`config.mk`:
```
export PLATFORM = sky130hd
export DESIGN_NAME = bgr_startup_ctrl
export DESIGN_NICKNAME = d
export VERILOG_FILES = /design/src/rtl/bgr_pkg.sv /design/src/rtl/bgr_sync2.sv /design/src/rtl/bgr_startup_ctrl.sv
export SDC_FILE = /design/constraint.sdc
export NUM_CORES = 1
export LEC_CHECK = 0
export CORE_ASPECT_RATIO = 1.4
export CORE_MARGIN = 2
export CORE_UTILIZATION = 60
export CTS_BUF_LIST = sky130_fd_sc_hd__clkbuf_8
export CTS_CLUSTER_SIZE = 24
export DETAILED_ROUTE_END_ITERATION = 10
export PLACE_DENSITY = 0.88
export SYNTH_ARGS = -nofsm -noshare
export SYNTH_HDL_FRONTEND = slang
export SYNTH_SLANG_ARGS = --single-unit
```
`constraint.sdc`:
```
create_clock -name clk -period 5.7 [get_ports clk]
set_input_delay 0.855 -clock clk [delete_from_list [all_inputs] [get_ports clk]]
set_output_delay 0.855 -clock clk [all_outputs]
set_load 0.03 [all_outputs]
```
`src/rtl/bgr_pkg.sv`:
```
// rtl/bgr_pkg.sv - state enum, default parameters and width helper for bgr_startup_ctrl
package bgr_pkg;

  typedef enum logic [2:0] {
    OFF    = 3'd0,
    KICK   = 3'd1,
    SETTLE = 3'd2,
    CHECK  = 3'd3,
    READY  = 3'd4,
    FAULT  = 3'd5
  } bgr_state_e;

  localparam int unsigned DEF_PULSE_CYCLES  = 16;
  localparam int unsigned DEF_SETTLE_CYCLES = 1024;
  localparam int unsigned DEF_OK_FILTER     = 4;
  localparam int unsigned DEF_MAX_RETRY     = 3;

  // Keeps a port at least one bit wide when MAX_RETRY is 0.
  function automatic int unsigned bgr_width(input int unsigned n);
    return (n < 2) ? 1 : $clog2(n);
  endfunction

endpackage

```
`src/rtl/bgr_sync2.sv`:
```
// rtl/bgr_sync2.sv - two-flop synchronizer for the asynchronous bgr_ok comparator flag
module bgr_sync2 (
  input  logic clk,
  input  logic rst_n,
  input  logic d,
  output logic q
);

  logic meta_q;
  logic sync_q;

  always_ff @(posedge clk or negedge rst_n) begin
    if (!rst_n) begin
      meta_q <= 1'b0;
      sync_q <= 1'b0;
    end else begin
      meta_q <= d;
      sync_q <= meta_q;
    end
  end

  assign q = sync_q;

endmodule

```
`src/rtl/bgr_startup_ctrl.sv`:
```
// rtl/bgr_startup_ctrl.sv - bandgap start-up kick/settle/check sequencer.
// Retry on failed check or READY dropout is enabled by defining BGR_STARTUP_RETRY_EN.
module bgr_startup_ctrl
  import bgr_pkg::*;
#(
  parameter int unsigned PULSE_CYCLES  = DEF_PULSE_CYCLES,
  parameter int unsigned SETTLE_CYCLES = DEF_SETTLE_CYCLES,
  parameter int unsigned OK_FILTER     = DEF_OK_FILTER,
  parameter int unsigned MAX_RETRY     = DEF_MAX_RETRY
) (
  input  logic                                  clk,
  input  logic                                  rst_n,
  input  logic                                  en,
  input  logic                                  bgr_ok,
  output logic                                  porst,
  output logic                                  bgr_ready,
  output logic                                  fault,
  output logic [bgr_width(MAX_RETRY + 1)-1:0]   retry_cnt
);

  localparam int unsigned TMR_LIM = (PULSE_CYCLES > SETTLE_CYCLES) ? PULSE_CYCLES : SETTLE_CYCLES;
  localparam int unsigned TMR_W   = $clog2(TMR_LIM) + 1;
  localparam int unsigned FLT_W   = $clog2(OK_FILTER) + 1;
  localparam int unsigned RTY_W   = bgr_width(MAX_RETRY + 1);

  localparam logic [TMR_W-1:0] PULSE_LAST  = TMR_W'(PULSE_CYCLES - 1);
  localparam logic [TMR_W-1:0] SETTLE_LAST = TMR_W'(SETTLE_CYCLES - 1);
  localparam logic [TMR_W-1:0] TMR_SAT     = TMR_W'(TMR_LIM);
  localparam logic [FLT_W-1:0] FLT_LAST    = FLT_W'(OK_FILTER - 1);
  localparam logic [FLT_W-1:0] FLT_SAT     = FLT_W'(OK_FILTER);
`ifdef BGR_STARTUP_RETRY_EN
  localparam logic [RTY_W-1:0] RTY_MAX     = RTY_W'(MAX_RETRY);
`endif

  logic ok_s;

  bgr_state_e       state_q, state_d;
  logic [TMR_W-1:0] tmr_q, tmr_d;
  logic [FLT_W-1:0] flt_q, flt_d;
  logic [RTY_W-1:0] retry_q, retry_d;
  logic             porst_q, porst_d;
  logic             ready_q, ready_d;
  logic             fault_q, fault_d;

  bgr_sync2 u_sync (
    .clk   (clk),
    .rst_n (rst_n),
    .d     (bgr_ok),
    .q     (ok_s)
  );

  always_comb begin
    state_d = state_q;
    tmr_d   = tmr_q;
    flt_d   = flt_q;
    retry_d = retry_q;

    if (!en) begin
      state_d = OFF;
      tmr_d   = '0;
      flt_d   = '0;
      retry_d = '0;
    end else begin
      case (state_q)
        OFF: begin
          state_d = KICK;
          tmr_d   = '0;
          flt_d   = '0;
        end
        KICK: begin
          if (tmr_q >= PULSE_LAST) begin
            state_d = SETTLE;
            tmr_d   = '0;
          end else begin
            tmr_d = (tmr_q == TMR_SAT) ? tmr_q : tmr_q + 1'b1;
          end
        end
        SETTLE: begin
          if (tmr_q >= SETTLE_LAST) begin
            state_d = CHECK;
            tmr_d   = '0;
            flt_d   = '0;
          end else begin
            tmr_d = (tmr_q == TMR_SAT) ? tmr_q : tmr_q + 1'b1;
          end
        end
        CHECK: begin
          if (ok_s) begin
            if (flt_q >= FLT_LAST) begin
              state_d = READY;
              flt_d   = '0;
            end else begin
              flt_d = (flt_q == FLT_SAT) ? flt_q : flt_q + 1'b1;
            end
          end else begin
            // A single low sample during the check window is a failed check.
            flt_d = '0;
            tmr_d = '0;
`ifdef BGR_STARTUP_RETRY_EN
            if (retry_q < RTY_MAX) begin
              retry_d = retry_q + 1'b1;
              state_d = KICK;
            end else begin
              state_d = FAULT;
            end
`else
            state_d = FAULT;
`endif
          end
        end
        READY: begin
          if (!ok_s) begin
            if (flt_q >= FLT_LAST) begin
              flt_d = '0;
              tmr_d = '0;
`ifdef BGR_STARTUP_RETRY_EN
              retry_d = '0;
              state_d = KICK;
`else
              state_d = FAULT;
`endif
            end else begin
              flt_d = (flt_q == FLT_SAT) ? flt_q : flt_q + 1'b1;
            end
          end else begin
            flt_d = '0;
          end
        end
        FAULT: begin
          state_d = FAULT;
        end
        default: begin
          state_d = OFF;
        end
      endcase
    end

    porst_d = (state_d == KICK);
    ready_d = (state_d == READY);
    fault_d = (state_d == FAULT);
  end

  always_ff @(posedge clk or negedge rst_n) begin
    if (!rst_n) begin
      state_q <= OFF;
      tmr_q   <= '0;
      flt_q   <= '0;
      retry_q <= '0;
      porst_q <= 1'b0;
      ready_q <= 1'b0;
      fault_q <= 1'b0;
    end else begin
      state_q <= state_d;
      tmr_q   <= tmr_d;
      flt_q   <= flt_d;
      retry_q <= retry_d;
      porst_q <= porst_d;
      ready_q <= ready_d;
      fault_q <= fault_d;
    end
  end

  assign porst     = porst_q;
  assign bgr_ready = ready_q;
  assign fault     = fault_q;
  assign retry_cnt = retry_q;

endmodule

```
==> metrics.csv <==
metric;value;unit
status;complete, no violations;
cts bufs inserted;3;
simple-gate share of the synthesized area;0.213;
yosys warns;0;
asr flop ratio synth;1.00;
power per cell area;212;nW/µm²
cell-internal power;0.228;mW
first-pass GRT wire length;4290;µm
CP max FO;7;
Slew headroom;0.363;
fin crit share;0.480;
Seq/Total Area, Yosys;0.428;
root buf cell;clkbuf_8;
CTS tree;yes;
synthesized instance count;144;
fin util;0.700;
post-synthesis mux area share;0.0156;
WP data required;5900;ps
fin. max-slew vios;0;
ANT nets after route;0;
layout cells sized above 1;0.0537;
final hold violations;0;
Initial Util;0.644;
final setup violation count;0;
Die Width;43.1;µm
multi-input logic area;646;µm²
number of synthesized flops with an enable pin;0;
register bit total from synthesis;22;
FF-to-FF path depth;8;
worst hold path type;reg -> reg;
min cycle time layout;2740;ps
# nets final;159;
Die H;58.8;µm
cell area after synthesis;1290;µm²
clk slew on worst S/H paths;70;ps
RSZ-0062 raised after global routing;no;
max cap viols;0;
synth-to-layout area growth;8.66;%
skew final;1.50;ps
GR Overflow Total;0;
top_reg_cell synth;dfrtp_1;
port bufs;6;
Mean Syn Cell Area;8.93;µm²
TritonRoute pass-1 iters;4;
Setup TNS;0;ps
Reg area;551;µm²
hold path cells;0;
DR vias;1074;
XOR/XNOR Fraction of Synth Area;0.0136;
Sw Share;0.229;
DR WL/cell;14.9;µm
largest net degree at the start of global routing;23;
ANT cells;0;
Placement Rows;19;
antenna violations before repair;0;
type of origin of the critical path;primary input;
Logic pwr share;0.072;
Worst EP arrival;2940;ps
total track usage;0.227;
Fillers;157;
Max H-tree Level;1;
Switch Pwr;0.0677;mW
CP cell instances;clkdlybuf4s50_1 -> nand2b_1 -> or4b_1 -> o32a_1 -> or4_1 -> o21ai_1;
hold buffer count at cts;0;
CTS Sinks;22;
IO Pins;9;
Core Region;2000;µm²
Post-CTS Setup Inserts;0;
hpwl dp;1810;µm
DRC Markers;0;
Crit Path Category;in -> reg;
hold_ws;352;ps
Leak Pwr;0.621;nW
Compound-Gate Fraction of Synth Area;0.205;
GP Congestion;0.827;
combinational family with the most area after synthesis;simple AND/OR/NAND/NOR gates;
DRT iter0 DRCs;32;
slowest CP cell;clkdlybuf4s50_1;
Clk pwr share;0.381;
total wire length;2530;µm
crit end category;flop;
share of power burned in registers;0.547;
DR vias/cell;6.32;
post-CTS sizing;0;
Yosys cell types;44;
Clock Latency Late Sink;270;ps
Slowest Stage Delay on Critical Path;580;ps
Max Freq;0.365;GHz
die area;2540;µm²
Max clock buf depth;2;
vias in the first global route;1008;
post-synthesis adder-cell area fraction;0.0486;
Peak VDD IR;0.170;mV
Worst-Margin Slew;952;ps
==> registers in the layout, summed over array words and instances (netlist names) <==
signal / flops
bgr_ready: 1
fault: 1
flt_q: 3
porst: 1
state_q: 3
tmr_q: 11
u_sync.meta_q: 1
u_sync.q: 1
==> worst paths after layout <==
kind / from / end / slack [ps]
min in group asynchronous: rst_n / tmr_q[3] / 1110
worst min-delay path: u_sync.meta_q / u_sync.q / 350
worst max register to register: flt_q[0] / tmr_q[4] / 3370
worst max-delay path: en / tmr_q[6] / 2960
max in group asynchronous: rst_n / bgr_ready / 4010
worst min register to register: u_sync.meta_q / u_sync.q / 350
==> stage by stage <==
stage	std cells	total power, mW	area, µm²	worst slack (ps)
after floorplan	145	0.178	1290	3460
after global placement	166	0.185	1340	2800
after detailed placement	166	0.186	1340	2730
after CTS	170	0.299	1400	2990
after global routing	170	0.308	1400	2840
final	170	0.296	1400	2960
==> power by group through the flow <==
stage               Clock [mW]  Combinational (mW)  Sequential [mW]
floorplan                    0              0.0144            0.164
global placement             0              0.0205            0.165
detailed placement           0              0.0213            0.165
CTS                      0.116              0.0214            0.162
global route             0.122              0.0239            0.162
finish                   0.113              0.0212            0.162
==> Yosys cell counts, types with 2 or more instances <==
master | n | area [µm²]
a211oi_1 | 3 | 22.5
a21oi_1 | 13 | 65.1
a31oi_1 | 2 | 12.5
and2_1 | 2 | 12.5
and3_1 | 2 | 12.5
buf_4 | 2 | 15.0
clkbuf_1 | 3 | 11.3
dfrtp_1 | 22 | 551
ha_1 | 5 | 62.6
inv_1 | 14 | 52.6
mux2i_1 | 2 | 20.0
nand2_1 | 9 | 33.8
nand2b_1 | 2 | 12.5
nand3_1 | 4 | 20.0
nand3b_1 | 2 | 15.0
nand4_1 | 3 | 18.8
nor2_1 | 15 | 56.3
nor2b_1 | 2 | 12.5
nor3_1 | 4 | 20.0
nor3b_1 | 2 | 15.0
o21ai_0 | 6 | 30.0
o22ai_1 | 2 | 12.5
o31ai_1 | 2 | 15.0
==> area by class of cell <==
class,count,area share
Clock buffer,4,0.0394
Multi-Input combinational cell,102,0.462
Inverter,14,0.0376
Sequential cell,22,0.394
Timing Repair Buffer,7,0.0483
Tap cell,21,0.0188
==> kinds of logic (layout without fill, tap and decap cells) <==
| group | Yosys count | in the layout |
|---|---|---|
| simple gates | 51 | 51 |
| other cells | 1 | 2 |
| xor+xnor | 2 | 2 |
| compound gates | 40 | 40 |
| flops | 22 | 22 |
| fa+ha+maj | 5 | 5 |
| buf+inv | 21 | 25 |
| mux | 2 | 2 |
==> critical path: cells and delay by family <==
family | cells | cell delay [ps]
simple gates | 3 | 1170
buf+inv | 1 | 580
compound gates | 2 | 330
==> routing by layer <==
layer  vias up  track usage  part of all wire
met2        37        0.412              0.53
met3        15       0.0368             0.044
li1        515            -                 -
met1       507        0.240              0.39
met4         0        0.134             0.042
met5         -            0                 0
==> cell usage in the layout, fill, tap and decap left out, drive strengths merged, types with 3 or more instances in the layout <==
master	n
a211oi	3
a21oi	13
clkbuf	4
clkdlybuf4s50	6
dfrtp	22
ha	5
inv	14
nand2	9
nand3	4
nand4	3
nor2	15
nor3	4
o21ai	7
No activity file was read; power rests on OpenSTA's default activity.
